## src/rtl/bram_pkg.sv

```systemverilog
// Shared FSM encoding and read-FIFO sizing for the BRAM stream reader.
package bram_pkg;

    typedef enum logic {
        IDLE = 1'b0,
        READ = 1'b1
    } state_e;

    localparam int unsigned FIFO_DEPTH = 4;
    localparam int unsigned FIFO_PTR_W = $clog2(FIFO_DEPTH);
    localparam int unsigned FIFO_CNT_W = FIFO_PTR_W + 1;

    typedef logic [FIFO_PTR_W-1:0] fifo_ptr_t;
    typedef logic [FIFO_CNT_W-1:0] fifo_cnt_t;

    localparam fifo_cnt_t FIFO_DEPTH_C = fifo_cnt_t'(FIFO_DEPTH);

    // Room for one more read once stored words and outstanding reads are both counted.
    function automatic logic rd_slot_free(input fifo_cnt_t occ,
                                          input logic      rd_pending,
                                          input logic      inflight);
        return (occ + fifo_cnt_t'(rd_pending) + fifo_cnt_t'(inflight)) < FIFO_DEPTH_C;
    endfunction

endpackage

```

## src/rtl/bram_rd_fifo.sv

```systemverilog
// Small fixed-depth FIFO buffering BRAM read data ahead of the output stream.
module bram_rd_fifo
    import bram_pkg::*;
#(
    parameter int unsigned WIDTH = 8
) (
    input  logic             clk,
    input  logic             rst_n,
    input  logic             push,
    input  logic             pop,
    input  logic [WIDTH-1:0] din,
    output logic [WIDTH-1:0] dout,
    output logic             full,
    output logic             empty,
    output fifo_cnt_t        count
);

    logic [WIDTH-1:0] mem_q [FIFO_DEPTH];
    logic [WIDTH-1:0] mem_d [FIFO_DEPTH];
    fifo_ptr_t        wr_ptr_q, wr_ptr_d;
    fifo_ptr_t        rd_ptr_q, rd_ptr_d;
    fifo_cnt_t        cnt_q, cnt_d;
    logic             do_push, do_pop;

    assign full  = (cnt_q == FIFO_DEPTH_C);
    assign empty = (cnt_q == '0);
    assign count = cnt_q;
    assign dout  = mem_q[rd_ptr_q];

    always_comb begin
        do_push  = push && !full;
        do_pop   = pop && !empty;
        mem_d    = mem_q;
        wr_ptr_d = wr_ptr_q;
        rd_ptr_d = rd_ptr_q;
        cnt_d    = cnt_q;
        if (do_push) begin
            mem_d[wr_ptr_q] = din;
            wr_ptr_d        = wr_ptr_q + fifo_ptr_t'(1);
        end
        if (do_pop) begin
            rd_ptr_d = rd_ptr_q + fifo_ptr_t'(1);
        end
        case ({do_push, do_pop})
            2'b10:   cnt_d = cnt_q + fifo_cnt_t'(1);
            2'b01:   cnt_d = cnt_q - fifo_cnt_t'(1);
            default: cnt_d = cnt_q;
        endcase
    end

    always_ff @(posedge clk or negedge rst_n) begin
        if (!rst_n) begin
            for (int unsigned i = 0; i < FIFO_DEPTH; i++) begin
                mem_q[i] <= '0;
            end
            wr_ptr_q <= '0;
            rd_ptr_q <= '0;
            cnt_q    <= '0;
        end else begin
            mem_q    <= mem_d;
            wr_ptr_q <= wr_ptr_d;
            rd_ptr_q <= rd_ptr_d;
            cnt_q    <= cnt_d;
        end
    end

endmodule

```

## src/rtl/bram_stream_reader.sv

```systemverilog
// Reads a burst of consecutive BRAM words (wrapping at DEPTH) and streams them
// out with valid/ready flow control, never issuing more reads than the FIFO can hold.
module bram_stream_reader
    import bram_pkg::*;
#(
    parameter int unsigned ADDR_WIDTH = 11,
    parameter int unsigned DATA_WIDTH = 8
) (
    input  logic                  clk,
    input  logic                  rst_n,
    input  logic                  start,
    input  logic [ADDR_WIDTH-1:0] base_addr,
    input  logic [ADDR_WIDTH:0]   length,
    output logic                  enb,
    output logic [ADDR_WIDTH-1:0] addrb,
    input  logic [DATA_WIDTH-1:0] doutb,
    output logic [DATA_WIDTH-1:0] m_data,
    output logic                  m_valid,
    input  logic                  m_ready,
    output logic                  m_last,
    output logic                  busy,
    output logic                  done
);

    typedef logic [ADDR_WIDTH-1:0] addr_t;
    typedef logic [ADDR_WIDTH:0]   len_t;

    state_e state_q, state_d;
    logic   enb_q, enb_d;
    addr_t  addrb_q, addrb_d;
    logic   inflight_q, inflight_d;
    len_t   rd_left_q, rd_left_d;
    len_t   beats_left_q, beats_left_d;
    logic   done_q, done_d;

    logic                  fifo_push, fifo_pop, fifo_full, fifo_empty;
    fifo_cnt_t             fifo_count;
    logic [DATA_WIDTH-1:0] fifo_dout;

    bram_rd_fifo #(
        .WIDTH(DATA_WIDTH)
    ) u_fifo (
        .clk  (clk),
        .rst_n(rst_n),
        .push (fifo_push),
        .pop  (fifo_pop),
        .din  (doutb),
        .dout (fifo_dout),
        .full (fifo_full),
        .empty(fifo_empty),
        .count(fifo_count)
    );

    // doutb holds when enb=0, so only the cycle after a real read is captured.
    assign fifo_push = inflight_q;
    assign fifo_pop  = m_valid && m_ready;

    assign m_valid = !fifo_empty;
    assign m_data  = fifo_dout;
    assign m_last  = m_valid && (beats_left_q == len_t'(1));
    assign enb     = enb_q;
    assign addrb   = addrb_q;
    assign busy    = (state_q == READ);
    assign done    = done_q;

    always_comb begin
        state_d      = state_q;
        enb_d        = 1'b0;
        addrb_d      = addrb_q;
        inflight_d   = enb_q;
        rd_left_d    = rd_left_q;
        beats_left_d = beats_left_q;
        done_d       = 1'b0;
        case (state_q)
            IDLE: begin
                if (start) begin
                    if (length != '0) begin
                        state_d      = READ;
                        enb_d        = 1'b1;
                        addrb_d      = base_addr;
                        rd_left_d    = length - len_t'(1);
                        beats_left_d = length;
                    end else begin
                        done_d = 1'b1;
                    end
                end
            end
            READ: begin
                if ((rd_left_q != '0) && !fifo_full &&
                    rd_slot_free(fifo_count, enb_q, inflight_q)) begin
                    enb_d     = 1'b1;
                    addrb_d   = addrb_q + addr_t'(1);
                    rd_left_d = rd_left_q - len_t'(1);
                end
                if (fifo_pop) begin
                    beats_left_d = beats_left_q - len_t'(1);
                    if (m_last) begin
                        state_d = IDLE;
                        done_d  = 1'b1;
                    end
                end
            end
            default: state_d = IDLE;
        endcase
    end

    always_ff @(posedge clk or negedge rst_n) begin
        if (!rst_n) begin
            state_q      <= IDLE;
            enb_q        <= 1'b0;
            addrb_q      <= '0;
            inflight_q   <= 1'b0;
            rd_left_q    <= '0;
            beats_left_q <= '0;
            done_q       <= 1'b0;
        end else begin
            state_q      <= state_d;
            enb_q        <= enb_d;
            addrb_q      <= addrb_d;
            inflight_q   <= inflight_d;
            rd_left_q    <= rd_left_d;
            beats_left_q <= beats_left_d;
            done_q       <= done_d;
        end
    end

endmodule

```

## config.mk

```make
export PLATFORM = sky130hd
export DESIGN_NAME = bram_stream_reader
export DESIGN_NICKNAME = d
export VERILOG_FILES = /design/src/rtl/bram_pkg.sv /design/src/rtl/bram_rd_fifo.sv /design/src/rtl/bram_stream_reader.sv
export SDC_FILE = /design/constraint.sdc
export NUM_CORES = 1
export LEC_CHECK = 0
export CORE_ASPECT_RATIO = 1.4
export CORE_MARGIN = 1
export CORE_UTILIZATION = 50
export DETAILED_ROUTE_END_ITERATION = 16
export PLACE_DENSITY = 0.7
export SYNTH_ARGS = -nofsm -noshare
export SYNTH_HDL_FRONTEND = slang
export SYNTH_SLANG_ARGS = --single-unit
```

## constraint.sdc

```tcl
create_clock -name clk -period 8.4 [get_ports clk]
set_input_delay 2.1 -clock clk [delete_from_list [all_inputs] [get_ports clk]]
set_output_delay 2.1 -clock clk [all_outputs]
set_load 0.02 [all_outputs]
```

==> impl_metrics.json, run 1 <==
{
  "regArea_sq_um": 1950,
  "pwr_density_cell_nw_per_um2": 413,
  "tns_ns": 0,
  "fin_nets": 522,
  "diodes": 0,
  "die_height_um": 113,
  "firstDrtPassIters": 4,
  "drc": 0,
  "drv_slew": 0,
  "rsz0062_at_grt": "no",
  "syn-num-nets": 468,
  "yosys-top-cells-count": "dfrtp_1, nand2_1, mux2_2, a21oi_1, nor2_1",
  "combPwrFrac_pct": 49.3,
  "grt_start_max_net_pins": 79,
  "fin_crit_ns": 4.47,
  "place_area_sq_um": 5050,
  "min_path_type": "reg2reg",
  "critPathBufInv": 2,
  "ir_worst_vdd_mv": 0.207,
  "vias": 3501,
  "critical_path.max_stage_delay_ns": 0.56,
  "cp_slowest_cell": "or4_4",
  "p_leak_uw": 0.00221,
  "stdcell_area_sq_um": 5350,
  "cp.depth": 7,
  "syn_inst": 422,
  "grt_overflow": 0,
  "final_cells": 586,
  "grt.total_usage_pct": 24.1,
  "clock_sinks": 78,
  "grt_pass1_vias": 3558,
  "multi_input_area_sq_um": 2310,
  "synth_warnings": 0,
  "p_switching_uw": 880,
  "yosysUniqueCellTypes": 64,
  "synth_area_leader_cell": "dfrtp_1",
  "antenna_found_initial": 0,
  "insertion_delay_ns": 0.33,
  "post_synth.cell_area_avg_sq_um": 10.4,
  "routed_wl_um": 10100,
  "p_seq_share_pct": 33.0,
  "avgViaCountPerCell": 5.97,
  "cts.clk_slew.worst_paths_ns": 0.06,
  "rows": 40,
  "p_int_uw": 1330,
  "skew_ns": 0.00554,
  "setup_viol": 0,
  "end_kind": "register",
  "worst_pin_slew_ns": 0.982,
  "fillers": 718,
  "reg2reg_depth": 7,
  "ys_top_cells_by_area": "dfrtp_1, mux2_2, mux4_2, nand2_1, a21oi_1",
  "tritoncts": "done",
  "layout_worst_path_cycle_share_pct": 53.3,
  "post_cts_buffers": 0,
  "min-delay-start": "enb",
  "gp_congestion": 0.785,
  "yosysMostFrequentCell": "dfrtp_1",
  "worstSetupStartpointType": "input port",
  "crit_arrival_ns": 4.69,
  "placed_cells": 570,
  "port_buffers": 58,
  "numCtsBuffers": 9,
  "synth-seq-cells": 78,
  "dp_hpwl_um": 6780,
  "initialDrtViolationCount": 202,
  "p_clk_share_pct": 17.7,
  "max_cap_viol_count": 0,
  "clk_path_buf_depth": 2,
  "cts-root-buf": "clkbuf_16",
  "slew_headroom_pct": 34.5,
  "io_pins": 59,
  "outcome": "complete, no violations",
  "start_util_pct": 51.3,
  "cts_max_level": 3,
  "maxClockFrequency_mhz": 224,
  "final_core_util_pct": 62.5,
  "r2r_slack_ns": 5.52,
  "grt_pass1_wl_um": 16900,
  "post_drt_wl_per_cell_um": 17.2,
  "r2r-end": "rd_left_q[10]",
  "core_sq_um": 8560,
  "critPathTopFamily": "compound AO/OA/AOI/OAI gates",
  "area_delta_synth_final_pct": 21.8,
  "synth_seq_area_share_pct": 44.5,
  "cp.required_ns": 8.62,
  "ys.flop_type": "dfrtp_1",
  "cts_resized": 0,
  "synth_area_sq_um": 4390,
  "hold_depth": 0,
  "ant_nets": 0,
  "p_sw_share_pct": 39.8,
  "async_flop_share_pct": 100,
  "r2r_start": "busy",
  "cts_hold_buf": 0,
  "holdPathEnd": "fifo_push",
  "synth_edf_count": 0,
  "synth_top_area_share_pct": 44.5,
  "die_w_um": 81.2,
  "crit_chain": "clkdlybuf4s50_1 > or4_4 > o41ai_4 > o31a_2 > inv_2 > o21a_1 > o22a_1",
  "final_layout_size_suffix_gt1_share_pct": 16.8,
  "critPathKind": "in2reg",
  "cp_max_fo": 22,
  "finalHoldViolCount": 0,
  "die_area_sq_um": 9160
}
## per-layer routing
layer / wire [um] / part of all wire, % / up-vias / track usage, %
met2: 4940 / 49 / 87 / 37.6
met4: 233 / 2.3 / 0 / 10.7
li1: - / - / 1696 / -
met3: 469 / 4.6 / 18 / 4.44
met1: 4450 / 44 / 1700 / 32.4
met5: 0 / 0 / - / 0
## area by class of cell
cell class	count	share of cell area, %
inverters	14	0.983
repair buffers	61	11.2
flip-flops and latches	78	36.5
clock inverters	5	1.10
clock buffers	11	4.54
well taps	105	2.46
multi-input cells	312	43.2
## stage by stage
stage / total power [uW] / setup WS, ns / hold slack (ns)
detailed placement: 1820 / 3.62 / 0.415
global placement: 1780 / 3.68 / 0.425
global route: 2370 / 3.81 / 0.446
finish: 2210 / 3.93 / 0.426
CTS: 2230 / 3.93 / 0.434
floorplan: 1480 / 4.41 / 0.464
## kinds of logic after synthesis
family / Yosys count / synth area share, %
fa+ha+maj: 11 / 3.31
simple gates: 129 / 14.8
flops: 78 / 44.5
xor+xnor: 13 / 2.59
compound gates: 109 / 17.2
mux: 50 / 14.6
buf+inv: 32 / 2.96
## power groups by stage
stage	Sequential, uW	Clock, uW	Combinational, uW
2_1_floorplan	706	0	779
3_3_place_gp	721	0	1060
3_5_place_dp	734	0	1090
4_1_cts	729	402	1100
5_1_grt	759	417	1200
6_report	729	392	1090
## registers in the layout, summed over array words and instances, names as in the netlist
register,count
busy,1
done,1
u_fifo.count,3
u_fifo.wr_ptr_q,2
fifo_push,1
beats_left_q,12
addrb,11
u_fifo.mem_q,32
u_fifo.rd_ptr_q,2
rd_left_q,12
enb,1
## cell usage in the layout, fill, tap and decap left out, drive strengths merged, types with 3 or more instances in the layout
cell / count
a21oi: 27
a2bb2oi: 3
a31oi: 4
and3: 3
buf: 4
clkbuf: 11
clkdlybuf4s50: 57
dfrtp: 78
ha: 10
inv: 15
mux2: 34
mux2i: 8
mux4: 8
nand2: 37
nand3: 15
nor2: 25
nor2b: 3
nor3: 11
nor4: 4
o211ai: 4
o21ai: 23
o22a: 3
o22ai: 13
o31ai: 3
o32ai: 3
or2: 6
or3: 8
or3b: 3
or4: 4
xnor2: 4
xor2: 9
## how the worst max path moves through the flow
stage                     slack (ns)             from       end
after floorplan                 4.41       length[10]  addrb[7]
final                           3.93        length[3]  addrb[2]
after global routing            3.81        length[3]  addrb[2]
after global placement          3.68        length[3]  addrb[2]
after CTS                       3.93  beats_left_q[8]    m_last
after detailed placement        3.62        length[3]  addrb[2]
Power figures use the tool's default switching activity.
==> inputs of run 2 (changes only) <==
==> constraint.sdc (replaced) <==
create_clock -name clk -period 4.4 [get_ports clk]
set_input_delay 1.1 -clock clk [delete_from_list [all_inputs] [get_ports clk]]
set_output_delay 1.1 -clock clk [all_outputs]
set_load 0.02 [all_outputs]
==> impl_metrics.json, run 2 (synthesis results as in run 1) <==
{
  "p_clk_share_pct": 18.9,
  "place_area_sq_um": 5050,
  "firstDrtPassIters": 5,
  "r2r_slack_ns": 1.60,
  "gp_congestion": 0.820,
  "insertion_delay_ns": 0.34,
  "worst_pin_slew_ns": 0.989,
  "skew_ns": 0.00388,
  "p_seq_share_pct": 32.9,
  "pwr_density_cell_nw_per_um2": 797,
  "layout_setup_ws_ns": 0.908,
  "port_buffers": 58,
  "numCtsBuffers": 9,
  "core_sq_um": 8560,
  "die_w_um": 81.2,
  "post_cts_buffers": 0,
  "fillers": 703,
  "min_path_type": "reg2reg",
  "initialDrtViolationCount": 214,
  "slew_headroom_pct": 34.1,
  "grt.total_usage_pct": 24.9,
  "vias": 3523,
  "cts-root-buf": "clkbuf_16",
  "die_area_sq_um": 9160,
  "r2r-end": "u_fifo.count[2]",
  "critPathKind": "reg2out",
  "final_cell_mix": "dfrtp_1, clkdlybuf4s50_1, nand2_1",
  "largest_reg_flops": 32,
  "r2r_start": "u_fifo.count[0]",
  "rows": 40,
  "worstSetupStartpointType": "register",
  "area_delta_synth_final_pct": 22.3,
  "io_pins": 59,
  "cts.clk_slew.worst_paths_ns": 0.06,
  "drc": 0,
  "ant_nets": 0,
  "grt_pass1_wl_um": 17200,
  "p_leak_uw": 0.00223,
  "dp_slack_ns": 0.604,
  "tns_ns": 0,
  "crit_arrival_ns": 2.39,
  "cts_hold_buf": 0,
  "end_kind": "output pin",
  "die_height_um": 113,
  "finalHoldViolCount": 0,
  "clock_sinks": 78,
  "drv_slew": 0,
  "ir_worst_vdd_mv": 0.510,
  "p_int_uw": 2600,
  "dp_hpwl_um": 7020,
  "grt_start_max_net_pins": 79,
  "final_layout_size_suffix_gt1_share_pct": 16.8,
  "avgViaCountPerCell": 6.01,
  "p_switching_uw": 1680,
  "fin_crit_ns": 3.49,
  "worstSetupEndpoint": "m_last",
  "antenna_found_initial": 0,
  "start_util_pct": 51.3,
  "crit_start": "beats_left_q[8]",
  "cts_resized": 0,
  "p_sw_share_pct": 39.3,
  "reg2reg_depth": 8,
  "maxClockFrequency_mhz": 286,
  "clk_path_buf_depth": 2,
  "fin_nets": 522,
  "combPwrFrac_pct": 48.2,
  "max_cap_viol_count": 0,
  "cp_max_fo": 5,
  "cts_max_level": 3,
  "final_core_util_pct": 62.8,
  "grt_overflow": 0,
  "post_drt_wl_per_cell_um": 17.4,
  "grt_pass1_vias": 3502,
  "diodes": 0,
  "placed_cells": 570,
  "layout_worst_path_cycle_share_pct": 79.4,
  "outcome": "complete, no violations",
  "setup_viol": 0,
  "tritoncts": "done",
  "stdcell_area_sq_um": 5370,
  "final_common_cell": "dfrtp_1",
  "routed_wl_um": 10200,
  "final_cells": 586,
  "largest-register": "u_fifo.mem_q",
  "rsz0062_at_grt": "no",
  "largestRegisters": "u_fifo.mem_q (32), beats_left_q (12), rd_left_q (12)",
  "cp.required_ns": 3.30
}
-- run 2: cell types whose count changed in the layout (fill, tap and decap cells not counted), sizes merged --
cell	previous run	this run
bufinv	1	2
clkinv	1	2
clkinvlp	2	0
-- run 2: worst min path at each step --
stage / endpoint / from / cells after the start / slack, ns
2_1_floorplan: rd_left_q[10] / rd_left_q[10] / 1 / 0.46
3_3_place_gp: fifo_push / enb / 0 / 0.41
3_5_place_dp: fifo_push / enb / 0 / 0.39
5_1_grt: fifo_push / enb / 0 / 0.45
4_1_cts: fifo_push / enb / 0 / 0.41
6_report: fifo_push / enb / 0 / 0.42
-- run 2: critical path, cell delays in order (launching register included) --
cell             delay, ns
dfrtp_1               0.41
or4_1                 0.61
nor2_1                0.23
and3_1                0.20
clkdlybuf4s50_1       0.60
-- run 2: final cells by class --
type | count | area [sq um] | area share (%)
clock buffers | 11 | 243 | 4.52
flip-flops and latches | 78 | 1950 | 36.4
clock inverters | 5 | 82.6 | 1.54
inverters | 14 | 52.6 | 0.978
repair buffers | 61 | 601 | 11.2
well taps | 105 | 131 | 2.45
multi-input cells | 312 | 2310 | 43.0
-- run 2: power groups by stage --
stage | Sequential (uW) | Combinational, uW | Clock [uW]
floorplan | 1350 | 1490 | 0
global route | 1460 | 2280 | 859
CTS | 1410 | 2080 | 828
finish | 1410 | 2060 | 808
detailed placement | 1420 | 2070 | 0
global placement | 1400 | 2010 | 0
-- run 2: metrics by stage --
stage | hold slack [ns] | total power [uW]
2_1_floorplan | 0.464 | 2830
3_3_place_gp | 0.407 | 3410
3_5_place_dp | 0.394 | 3490
4_1_cts | 0.414 | 4310
5_1_grt | 0.448 | 4600
6_report | 0.419 | 4280
-- run 2: routing by layer --
layer / wire length [um] / GRT usage (%) / vias up
li1: - / - / 1703
met1: 4440 / 33.1 / 1704
met2: 4960 / 39.0 / 104
met3: 597 / 5.65 / 12
met4: 185 / 9.64 / 0
met5: 0 / 0 / -
